File: config.mk
export PLATFORM = sky130hd
export DESIGN_NAME = next_pc_unit_flat
export DESIGN_NICKNAME = d
export VERILOG_FILES = /design/src/rtl/next_pc_unit_if.sv /design/src/rtl/next_pc_unit.sv /design/src/flat_wrapper.sv
export SDC_FILE = /design/constraint.sdc
export NUM_CORES = 1
export LEC_CHECK = 0
export BUFFER_PORTS_ARGS = -buffer_cell sky130_fd_sc_hd__buf_2
export CORE_ASPECT_RATIO = 0.8
export CORE_MARGIN = 2
export CORE_UTILIZATION = 45
export DETAILED_ROUTE_END_ITERATION = 10
export PLACE_DENSITY = 0.71
export SYNTH_ARGS = -nofsm -noshare
export SYNTH_HDL_FRONTEND = slang
export SYNTH_SLANG_ARGS = --single-unit
File: constraint.sdc
create_clock -name clk -period 2.95 [get_ports clk]
set_input_delay 0.1475 -clock clk [delete_from_list [all_inputs] [get_ports clk]]
set_output_delay 0.1475 -clock clk [all_outputs]
set_load 0.02 [all_outputs]
File: src/rtl/next_pc_unit_if.sv
// Fetch-side instruction-memory request bus: address, handshake and wrong-path discard.
// The next-PC generator is the master; the instruction memory / Fetch stage is the slave.
interface next_pc_unit_if #(
    parameter int XLEN = 32
);
    logic            imem_req_valid;
    logic            imem_req_ready;
    logic [XLEN-1:0] pc_f;
    logic [XLEN-1:0] pc_plus4_f;
    logic            discard_f;

    modport master (
        output imem_req_valid,
        output pc_f,
        output pc_plus4_f,
        output discard_f,
        input  imem_req_ready
    );

    modport slave (
        input  imem_req_valid,
        input  pc_f,
        input  pc_plus4_f,
        input  discard_f,
        output imem_req_ready
    );
endinterface

File: src/rtl/next_pc_unit.sv
// Next-PC generator: owns the fetch PC, resolves jumps/branches from Execute and redirects.
// Latency: redirect is combinational; new pc_f one cycle later, or after ready when pending.
// Backpressure: a redirect that meets an unaccepted request parks in PEND until ready.
// Optional PC_STATS_EN adds branch/taken counters.
module next_pc_unit #(
    parameter int              XLEN         = 32,
    parameter logic [XLEN-1:0] RESET_VECTOR = '0
) (
    input  logic            clk,
    input  logic            reset,
    input  logic            stall_f,
    next_pc_unit_if.master  imem,
    input  logic            ex_valid,
    input  logic [1:0]      ex_pc_src,
    input  logic [2:0]      ex_cond,
    input  logic [XLEN-1:0] ex_pc,
    input  logic [XLEN-1:0] ex_imm,
    input  logic [XLEN-1:0] ex_rs1,
    input  logic [XLEN-1:0] ex_rs2,
    output logic            redirect,
    output logic            flush_d,
    output logic            flush_e,
    output logic            misalign_trap
`ifdef PC_STATS_EN
    ,
    output logic [31:0]     stat_branches,
    output logic [31:0]     stat_taken
`endif
);

    typedef enum logic [1:0] {RUN, PEND, HALT} state_t;

    state_t          state_q, state_d;
    logic [XLEN-1:0] pc_q, pc_d;
    logic [XLEN-1:0] pend_pc_q, pend_pc_d;
    logic [XLEN-1:0] pc_plus4;
    logic [XLEN-1:0] tgt_pc_imm;
    logic [XLEN-1:0] tgt_rs1_imm;
    logic [XLEN-1:0] target;
    logic            cond_true;
    logic            is_jump;
    logic            is_branch;
    logic            taken;
    logic            tgt_misaligned;
    logic            req_vld;
    logic            discard;

    assign pc_plus4    = pc_q + XLEN'(4);
    assign tgt_pc_imm  = ex_pc + ex_imm;
    assign tgt_rs1_imm = (ex_rs1 + ex_imm) & ~XLEN'(1);
    assign target      = (ex_pc_src == 2'd2) ? tgt_rs1_imm : tgt_pc_imm;
    assign tgt_misaligned = (target[1:0] != 2'b00);

    always_comb begin
        cond_true = 1'b0;
        case (ex_cond)
            3'd1:    cond_true = (ex_rs1 == ex_rs2);
            3'd2:    cond_true = (ex_rs1 != ex_rs2);
            3'd3:    cond_true = ($signed(ex_rs1) <  $signed(ex_rs2));
            3'd4:    cond_true = ($signed(ex_rs1) >= $signed(ex_rs2));
            3'd5:    cond_true = (ex_rs1 <  ex_rs2);
            3'd6:    cond_true = (ex_rs1 >= ex_rs2);
            default: cond_true = 1'b0;
        endcase
    end

    assign is_jump   = (ex_pc_src == 2'd1) || (ex_pc_src == 2'd2);
    assign is_branch = (ex_pc_src == 2'd3);
    assign taken     = ex_valid && (is_jump || (is_branch && cond_true));
    assign redirect  = !reset && taken && (state_q != HALT);
    assign flush_d   = redirect;
    assign flush_e   = redirect;

    always_comb begin
        state_d   = state_q;
        pc_d      = pc_q;
        pend_pc_d = pend_pc_q;
        req_vld   = 1'b0;
        discard   = 1'b0;
        case (state_q)
            RUN: begin
                req_vld = !stall_f;
                if (redirect) begin
                    if (tgt_misaligned) begin
                        state_d = HALT;
                        pc_d    = target;
                    end else if (req_vld && !imem.imem_req_ready) begin
                        state_d   = PEND;
                        pend_pc_d = target;
                    end else begin
                        pc_d = target;
                    end
                end else if (req_vld && imem.imem_req_ready) begin
                    pc_d = pc_plus4;
                end
            end
            PEND: begin
                // Address must stay stable until accepted, so stall_f is ignored here.
                req_vld = 1'b1;
                if (imem.imem_req_ready) begin
                    discard = 1'b1;
                    state_d = RUN;
                    pc_d    = redirect ? target : pend_pc_q;
                end else if (redirect) begin
                    pend_pc_d = target;
                end
                if (redirect && tgt_misaligned) begin
                    state_d = HALT;
                    pc_d    = target;
                end
            end
            default: begin
                req_vld = 1'b0;
            end
        endcase
        if (reset) begin
            req_vld = 1'b0;
            discard = 1'b0;
        end
    end

    always_ff @(posedge clk) begin
        if (reset) begin
            state_q   <= RUN;
            pc_q      <= RESET_VECTOR;
            pend_pc_q <= '0;
        end else begin
            state_q   <= state_d;
            pc_q      <= pc_d;
            pend_pc_q <= pend_pc_d;
        end
    end

    assign imem.imem_req_valid = req_vld;
    assign imem.pc_f           = pc_q;
    assign imem.pc_plus4_f     = pc_plus4;
    assign imem.discard_f      = discard;
    assign misalign_trap       = (state_q == HALT);

`ifdef PC_STATS_EN
    logic [31:0] stat_branches_q;
    logic [31:0] stat_taken_q;

    always_ff @(posedge clk) begin
        if (reset) begin
            stat_branches_q <= '0;
            stat_taken_q    <= '0;
        end else begin
            if (ex_valid && is_branch) stat_branches_q <= stat_branches_q + 32'd1;
            if (taken)                 stat_taken_q    <= stat_taken_q + 32'd1;
        end
    end

    assign stat_branches = stat_branches_q;
    assign stat_taken    = stat_taken_q;
`endif

endmodule

File: src/flat_wrapper.sv
// flat-port wrapper written by rule: the top's interface ports become plain ports
module next_pc_unit_flat 
#(
    parameter int              XLEN         = 32,
    parameter logic [XLEN-1:0] RESET_VECTOR = '0
)
  (clk, reset, stall_f, ex_valid, ex_pc_src, ex_cond, ex_pc, ex_imm, ex_rs1, ex_rs2, redirect, flush_d, flush_e, misalign_trap, imem_imem_req_valid, imem_pc_f, imem_pc_plus4_f, imem_discard_f, imem_imem_req_ready);
  next_pc_unit_if #(.XLEN(XLEN)) imem_i ();
  input  logic clk;
  input  logic reset;
  input  logic stall_f;
  input  logic ex_valid;
  input  logic [1:0] ex_pc_src;
  input  logic [2:0] ex_cond;
  input  logic [XLEN-1:0] ex_pc;
  input  logic [XLEN-1:0] ex_imm;
  input  logic [XLEN-1:0] ex_rs1;
  input  logic [XLEN-1:0] ex_rs2;
  output logic redirect;
  output logic flush_d;
  output logic flush_e;
  output logic misalign_trap;
  output wire logic [$bits(imem_i.imem_req_valid)-1:0] imem_imem_req_valid;
  output wire logic [$bits(imem_i.pc_f)-1:0] imem_pc_f;
  output wire logic [$bits(imem_i.pc_plus4_f)-1:0] imem_pc_plus4_f;
  output wire logic [$bits(imem_i.discard_f)-1:0] imem_discard_f;
  input wire logic [$bits(imem_i.imem_req_ready)-1:0] imem_imem_req_ready;
  assign imem_imem_req_valid = imem_i.imem_req_valid;
  assign imem_pc_f = imem_i.pc_f;
  assign imem_pc_plus4_f = imem_i.pc_plus4_f;
  assign imem_discard_f = imem_i.discard_f;
  assign imem_i.imem_req_ready = imem_imem_req_ready;
  next_pc_unit #(.XLEN(XLEN), .RESET_VECTOR(RESET_VECTOR)) u_core (.clk(clk), .reset(reset), .stall_f(stall_f), .imem(imem_i), .ex_valid(ex_valid), .ex_pc_src(ex_pc_src), .ex_cond(ex_cond), .ex_pc(ex_pc), .ex_imm(ex_imm), .ex_rs1(ex_rs1), .ex_rs2(ex_rs2), .redirect(redirect), .flush_d(flush_d), .flush_e(flush_e), .misalign_trap(misalign_trap));
endmodule
==> impl_metrics.csv <==
group,metric,value,unit
timing,fmaxAchievable,0.3481,GHz
detailed_routing,wire_per_inst,15.94,um
floorplanning,rows,44,
grt,gr-usage-all-layers,0.2593,
cts,path_clk_slew,50,ps
detailed_routing,detail-route-antenna-nets,0,
setup_path,critical_path.max_fanout,5,
detailed_routing,drt-total-wl,26.42,mm
synth,postSynth.topFlopCell,"dfxtp_1",
synth,post-synth-top-area-fraction,0.1614,
synth,synthArstFlopShare,0,
grt,grt_antenna_before_repair,1,
run,maxCapViolCount,0,
setup_path,crit_path_start_kind,"input pin",
placement,gp_routability_congestion,0.9225,
synth,synth_largest_area_cell,"dfxtp_1",
floorplanning,effective_utilization_at_floorplan,0.4548,
synth,synth_cell_type_count,70,
cts,cts_buffer_depth,2,
pwr,power_density,380.4,mW/mm^2
cts,clock_tree.htree_level_count,3,
cts,cts_inserted_buffers,9,
synth,syn_area_per_cell,7.476,um^2
floorplanning,floorplan.io_pins,208,
setup_path,worst-setup-path-type,"in -> out",
timing,timing.final.setup_violations,0,
detailed_routing,dr.first_iter.drc_count,654,
floorplanning,floorplan.die.width,154.8,um
outcome,run_status,"complete, no violations",
cts,ctsHoldBuffers,0,
synth,number_of_synthesized_flops_with_an_enable_pin,0,
cts,tritoncts_clock_tree,"built",
setup_path,critPathCaptureType,"output pin",
synth,synth_nets,1331,
timing,timing_worst_slew_pin_value,769.2,ps
detailed_routing,average_via_count_per_standard_cell,5.523,
cells_and_area,fin_nets,1658,
floorplanning,core_area,0.01800,mm^2
synth,syn-instance-count,1095,
grt,largest_net_degree_at_the_start_of_global_routing,61,
placement,place_worst_setup_slack,-343.1,ps
timing,min_period_over_period,0.9737,
timing,fin_crit,2872,ps
timing,timing.max_slew.rel_slack,0.4818,
setup_path,r2r_setup_slack,190,ps
synth,yosys_register_bits,66,
placement,place.detailed.hpwl,21.53,mm
timing,min_setup_slack_post_route,77.50,ps
cells_and_area,final_layout_size_suffix_gt1_frac,0.3013,
cts,clock_latency,340,ps
timing,skew,4.590,ps
grt,grt_pass1_vias,8132,
floorplanning,design.die.area,0.01929,mm^2
placement,place.port_buffers,207,
cts,clock-root-buffer,"clkbuf_16",
pwr,p_leak,5.406,nW
synth,synth.area.top_cells,"dfxtp_1 16%, ha_1 15%, nor2_1 6.1%",
synth,ys_seq_area_frac,0.1614,
timing,final-max-slew-violation-count,0,
synth,synth.yosys.warnings,0,
cells_and_area,mostFrequentLayoutCell,"buf_2",
grt,global_route_wire_length_before_repair,40.72,mm
cells_and_area,commonest_non_fill_non_tap_cells_in_the_layout,"205 x buf_2, 152 x buf_4, 132 x nor2_1",
cts,clock-sinks,66,
floorplanning,chipHeight,124.6,um
detailed_routing,firstDrtPassIters,5,
detailed_routing,route.detailed.drc,0,
worst_hold_path,worst_hold_path_type,"in -> reg",
pwr,ir_drop,276.5,uV
detailed_routing,num_vias,9157,
grt,grt_remaining_overflow,0,
setup_path,cp_data_required_time,2800,ps
worst_hold_path,hold-path-cell-count,4,
setup_path,cp_data_arrival_time,2720,ps
cells_and_area,layout-area-overhead-vs-synth,35.46,%
timing,timing.setup.tns,0,ps
synth,syn-cell-area,0.008187,mm^2
setup_path,reg2reg_depth,10,
timing,report.final.hold_viol_count,0,
## cells in the mapped netlist (5+ instances only)
cell type and instances:
a211oi_1 33, a21o_1 42, a21oi_1 82, a311oi_1 11, a31oi_1 13, and2_1 8, and3_1 10, buf_2 6
buf_4 6, clkbuf_1 37, dfxtp_1 66, ha_1 96, inv_1 59, mux2_2 12, mux2i_1 50, nand2_1 82
nand2b_1 17, nand3_1 33, nand4_1 15, nor2_1 134, nor2b_1 12, nor3_1 17, o211ai_1 5, o21a_1 13
o21ai_0 48, o21bai_1 9, o221ai_1 6, o22ai_1 5, o31ai_1 13, or3_1 13, xnor2_1 47, xor2_1 25
## metal layers
layer | GRT usage | routed length [um] | vias to the layer above
li1 | - | - | 4659
met1 | 0.4046 | 13440 | 4139
met2 | 0.3813 | 11060 | 336
met3 | 0.02540 | 1638 | 23
met4 | 0.05556 | 285 | 0
met5 | 0 | 0 | -
## registers in the layout, summed over array words and instances, names as in the netlist
register,flops
u_core.state_q,2
u_core.imem.pc_f,32
u_core.pend_pc_q,32
## cell type report
class / count / area, um^2
antenna: 1 / 2.502
clock buffer: 15 / 297.8
tap: 230 / 287.8
sequential: 66 / 1321
clock inverter: 1 / 5.005
inverter: 60 / 225.2
multi-input combinational: 919 / 6619
fill: 1656 / 6913
timing repair buffer: 366 / 2331
## power breakdown
part / switching [W] / total, W / internal (W)
clock network: 0.000386 / 0.00107 / 0.000682
registers: 0.0000742 / 0.00103 / 0.000953
logic: 0.00118 / 0.00212 / 0.000943
total: 0.00164 / 0.00422 / 0.00258
## worst max-delay path, cell delays in order
cell     delay (ps)
buf_2           120
ha_1            330
a21o_1          260
buf_4           150
nor2_1          340
a31oi_4          80
o32a_1          450
nand3_2         130
o21ai_4          80
nor2_4          230
buf_12          160
buf_6           120
buf_4           140
## logic make-up after synthesis
group	after synthesis	synth area share
DFF	66	0.1614
muxes	65	0.08177
buffers and inverters	110	0.05502
and+or+nand+nor	363	0.2086
adders and majority gates	98	0.1516
xor gates and xnor gates	72	0.07703
AOI/OAI and AO/OA	321	0.2646
## path summary, 6_finish.rpt
kind,to,start
worst max-delay path,redirect,ex_rs1[31]
worst min-delay path,u_core.state_q[0]$_SDFFE_PP0P_,imem_imem_req_ready
worst max register to register,u_core.imem.pc_f[31]$_SDFFE_PP0P_,u_core.imem.pc_f[6]$_SDFFE_PP0P_
worst min register to register,u_core.pend_pc_q[1]$_SDFFE_PP0P_,u_core.pend_pc_q[1]$_SDFFE_PP0P_
## metrics by stage
step                      cells  hold slack, ps  utilization  total power [W]  instance area (um^2)
after global routing       1657           190.9       0.6159         0.004457                 11090
after floorplan            1095           355.3            -         0.002279                  8194
after CTS                  1646           172.3       0.5986         0.004124                 10780
after global placement     1630           440.9       0.5804         0.003028                 10450
after detailed placement   1630           450.6       0.5804         0.003061                 10450
final                      1658           182.5       0.6160         0.004218                 11090
## timing repair
item,4_1_cts,5_1_grt
setup endpoints to repair,3,33
cloned,0,2
resized for setup,4,32
setup buffers,0,9
pin swaps,3,18
Note: power is estimated with default switching activity, not from simulation.
